==> src/rtl/flush_ctrl_pipe.sv <==
// Registered ID/EX-onward control pipeline with a programmable post-branch squash window,
// load-use bubble insertion, per-stage valid tracking and a saturating squash counter.
module flush_ctrl_pipe #(
    parameter int CTRL_W       = 11,
    parameter int STAGES       = 2,
    parameter int FLUSH_CYCLES = 1,
    parameter int CNT_W        = 16
) (
    input  logic              clk,
    input  logic              reset,
    input  logic [CTRL_W-1:0] ctrl_in,
    input  logic              valid_in,
    input  logic              stall,
    input  logic              flush_req,
    output logic [CTRL_W-1:0] ctrl_out,
    output logic [STAGES-1:0] valid_out,
    output logic              flush_active,
    output logic [CNT_W-1:0]  squash_count
);

    if (STAGES < 1 || STAGES > 4) begin : g_bad_stages
        $error("flush_ctrl_pipe: STAGES must be in 1..4");
    end
    if (FLUSH_CYCLES < 1 || FLUSH_CYCLES > 7) begin : g_bad_flush_cycles
        $error("flush_ctrl_pipe: FLUSH_CYCLES must be in 1..7");
    end

    localparam logic [2:0]       WIN_LOAD = 3'(FLUSH_CYCLES - 1);
    localparam logic [CNT_W-1:0] CNT_MAX  = '1;

    logic [CTRL_W-1:0] ctrl_q [STAGES];
    logic [STAGES-1:0] valid_q;
    logic [2:0]        win_cnt_q, win_cnt_d;
    logic [CNT_W-1:0]  count_q, count_d;
    logic [CTRL_W-1:0] ctrl_d;
    logic              valid_d;
    logic              squash;

    assign squash = flush_req | (win_cnt_q != 3'd0);

    // flush_req is a raw input, so it is masked to keep every output at 0 while reset is held.
    assign flush_active = squash & ~reset;

    always_comb begin
        // NOTE: every always_comb target gets a default first so no path can infer a latch.
        ctrl_d    = '0;
        valid_d   = 1'b0;
        win_cnt_d = win_cnt_q;
        count_d   = count_q;

        if (!squash && !stall) begin
            ctrl_d  = ctrl_in & {CTRL_W{valid_in}};
            valid_d = valid_in;
        end

        // A flush restarts the window even while stalled; otherwise a stall freezes it.
        if (flush_req) begin
            win_cnt_d = WIN_LOAD;
        end else if (!stall && win_cnt_q != 3'd0) begin
            win_cnt_d = win_cnt_q - 3'd1;
        end

        if (squash && valid_in && !stall && count_q != CNT_MAX) begin
            count_d = count_q + 1'b1;
        end
    end

    // NOTE: sequential state uses non-blocking assignments so the stage shift reads pre-edge values.
    always_ff @(posedge clk or posedge reset) begin
        if (reset) begin
            for (int i = 0; i < STAGES; i++) begin
                ctrl_q[i] <= '0;
            end
            valid_q   <= '0;
            win_cnt_q <= 3'd0;
            count_q   <= '0;
        end else begin
            ctrl_q[0]  <= ctrl_d;
            valid_q[0] <= valid_d;
            for (int i = 1; i < STAGES; i++) begin
                ctrl_q[i]  <= ctrl_q[i-1];
                valid_q[i] <= valid_q[i-1];
            end
            win_cnt_q <= win_cnt_d;
            count_q   <= count_d;
        end
    end

    assign ctrl_out     = ctrl_q[STAGES-1];
    assign valid_out    = valid_q;
    assign squash_count = count_q;

endmodule

==> config.mk <==
export PLATFORM = sky130hd
export DESIGN_NAME = flush_ctrl_pipe
export DESIGN_NICKNAME = d
export VERILOG_FILES = /design/src/rtl/flush_ctrl_pipe.sv
export SDC_FILE = /design/constraint.sdc
export NUM_CORES = 1
export LEC_CHECK = 0
export CAP_MARGIN = 20
export CORE_MARGIN = 2
export CORE_UTILIZATION = 43
export DETAILED_ROUTE_END_ITERATION = 10
export MAX_ROUTING_LAYER = met4
export PLACE_DENSITY = 0.81
export SLEW_MARGIN = 20
export SYNTH_ARGS = -nofsm -noshare
export SYNTH_HDL_FRONTEND = slang
export SYNTH_SLANG_ARGS = --single-unit
==> constraint.sdc <==
create_clock -name clk -period 2.07 [get_ports clk]
set_input_delay 0.414 -clock clk [delete_from_list [all_inputs] [get_ports clk]]
set_output_delay 0.414 -clock clk [all_outputs]
set_load 0.005 [all_outputs]
==> results.json <==
{
  "synth_edf_count": 0,
  "rsz0062_at_grt": "no",
  "r2r-start": "win_cnt_q[0]",
  "drt.antenna.violating_nets": 0,
  "synth_fa_ha_area_share_pct": 2.107,
  "start_kind": "register",
  "fin_crit_ns": 1.961,
  "reg2reg_slack_ns": 0.15,
  "yosysWarnings": 0,
  "drc": 0,
  "n_antenna_cell": 0,
  "synthSimpleGateAreaFrac_pct": 18.75,
  "grt_usage_pct": 17.72,
  "tritoncts": "done",
  "synthMuxAreaShare_pct": 1.896,
  "dieHeight_um": 68.37,
  "synth_nets": 164,
  "clock_latency_ns": 0.29,
  "yosysUniqueCellTypes": 33,
  "final_area_sq_um": 2402,
  "mostFrequentLayoutCells": "clkdlybuf4s50_1, dfrtp_1, and3_1",
  "gp_congestion": 0.8224,
  "die_x_um": 68.37,
  "synth_ff_type": "dfrtp_1",
  "reg2reg_to": "squash_count[9]",
  "drt-pass1-iter-count": 4,
  "min_from": "ctrl_q[20]",
  "fp-row-count": 23,
  "syn_inst": 145,
  "holdWs_ns": 0.3492,
  "crit_type": "register to output port",
  "async_reset_ff_share_pct": 100.0,
  "clk_pin_slew_ns": 0.07,
  "hold_path_class": "register to register",
  "maxCapViolations": 0,
  "ff2ff_path_depth": 7,
  "min_path_cells": 0,
  "grt_overflow": 0,
  "dpl.hpwl_um": 2661,
  "place_area_sq_um": 2265,
  "finalSetupViolCount": 0,
  "leakagePower_nw": 1.141,
  "slew_viol_final": 0,
  "root_buffer": "clkbuf_8",
  "totalWireLength_um": 3541,
  "grt_max_degree": 44,
  "p_per_area_nw_per_um2": 1019,
  "num_io_pins": 46,
  "synth_seq_cells": 43,
  "worst_setup_path_end_kind": "output port",
  "coreArea_sq_um": 4000,
  "synth-xor-area-share_pct": 5.899,
  "final_layout_size_suffix_gt1_share_pct": 15.46,
  "hold_violations": 0,
  "wl_per_cell_um": 14.51,
  "htree_levels": 2,
  "synth_compound_area_share_pct": 4.635,
  "tightest_slew_ns": 0.5274,
  "holdBufCountCts": 0,
  "die-area_sq_um": 4674,
  "grt_pass1_vias": 1206,
  "dpl_worst_slack_ns": -0.02777,
  "dr.first_iter.drc_count": 116,
  "clock-sinks": 43,
  "layout_commonest_cell": "clkdlybuf4s50_1",
  "seq_area_frac_synth_pct": 60.39,
  "synth_top_family_by_area": "simple AND/OR/NAND/NOR gates",
  "n_fill_cell": 291,
  "vias": 1213,
  "cts_buffers": 5,
  "syn_area_sq_um": 1782,
  "fin_nets": 213,
  "critPathArrivalTime_ns": 1.55,
  "maxSlewHeadroom_pct": 64.84,
  "post-route-period-util_pct": 94.72,
  "hold_path_end": "ctrl_out[9]",
  "ir_drop_mv": 0.4902,
  "postSynthAreaPerCell_sq_um": 12.29,
  "cp.required_ns": 1.66,
  "io_buffer_count": 45,
  "grt_pass1_wl_um": 5733,
  "antenna_found_initial": 0,
  "worstPathMaxFanout": 4,
  "clockBufferDepth": 2,
  "area_growth_pct": 34.83,
  "status": "completed",
  "start_util_pct": 44.54,
  "dp_cells": 235,
  "fin_cells": 244,
  "skew_ns": 0.004535,
  "setup_ws_ns": 0.1093,
  "fmaxAchievable_mhz": 510.0,
  "power.total_mw": 2.447,
  "via_per_inst": 4.971
}
## power by group
group	leakage, nW	switching (mW)	internal (mW)
combinational	0.520	0.340	0.477
sequential	0.574	0.141	0.974
clock	0.0470	0.253	0.261
total	1.14	0.734	1.71
## registers in the layout, summed over array words and instances, names as in the netlist
register      flops
ctrl_out         11
win_cnt_q         3
ctrl_q           11
squash_count     16
valid_out         2
## Yosys cell counts (3+ instances only)
master,number,share of area (%)
dfrtp_1,43,60
a21oi_1,4,1.1
nor2_1,8,1.7
xor2_1,6,2.9
nand3_1,5,1.4
ha_1,3,2.1
nand4_1,6,2.1
buf_4,11,4.6
and3_1,12,4.2
a211oi_1,4,1.7
inv_1,6,1.3
xnor2_1,6,2.9
mux2_1,3,1.9
nand2_1,4,0.84
## routing by layer
metal	vias to the layer above	share of wire (%)	global-route usage [%]	wire [um]
met5	-	0	-	0
met4	0	1.1	7.500	38
met3	5	4.7	4.934	166
met2	34	53	29.13	1864
met1	585	42	20.34	1472
li1	589	-	-	-
## stage by stage
stage	utilization [%]	TNS, ns
after floorplan	-	0
after global placement	56.62	0
after detailed placement	56.62	-0.02777
after CTS	59.15	0
after global routing	60.06	0
final	60.06	0
## worst max-delay path by stage
stage / end / cells past startpoint / startpoint
final: flush_active / 6 / win_cnt_q[0]
after CTS: flush_active / 6 / win_cnt_q[1]
after floorplan: squash_count[9] / 7 / win_cnt_q[0]
after global placement: squash_count[9] / 5 / stall
after detailed placement: squash_count[9] / 5 / stall
after global routing: flush_active / 6 / win_cnt_q[0]
## logic make-up after synthesis
logic type / count (synthesis)
AO/OA/AOI/OAI: 12
XOR/XNOR: 12
adder cells (fa/ha/maj): 3
buffers and inverters: 19
flip-flops: 43
multiplexers: 3
AND/OR/NAND/NOR: 53
## layout make-up
class	instances	area [sq um]	area share [%]
Clock buffer	6	82.58	3.438
Clock inverter	1	5.005	0.2083
Inverter	6	22.52	0.9375
Multi-Input combinational cell	83	629.4	26.20
Sequential cell	43	1076	44.79
Tap cell	50	62.56	2.604
Timing Repair Buffer	55	524.3	21.82
## worst max-delay path, stage by stage (launching register included)
cell and delay, ns:
dfrtp_1 0.38, inv_1 0.09, ha_4 0.14, ha_4 0.14, nor2b_4 0.19, nor2_1 0.05
dlygate4sd2_1 0.25
## timing repair
item | 4_1_cts | 5_1_grt
setup buffers | 1 | 1
endpoints found under the setup margin | 2 | 2
resized for setup | 3 | 5
pin swaps | 0 | 2
(Power assumes the default switching activity.)
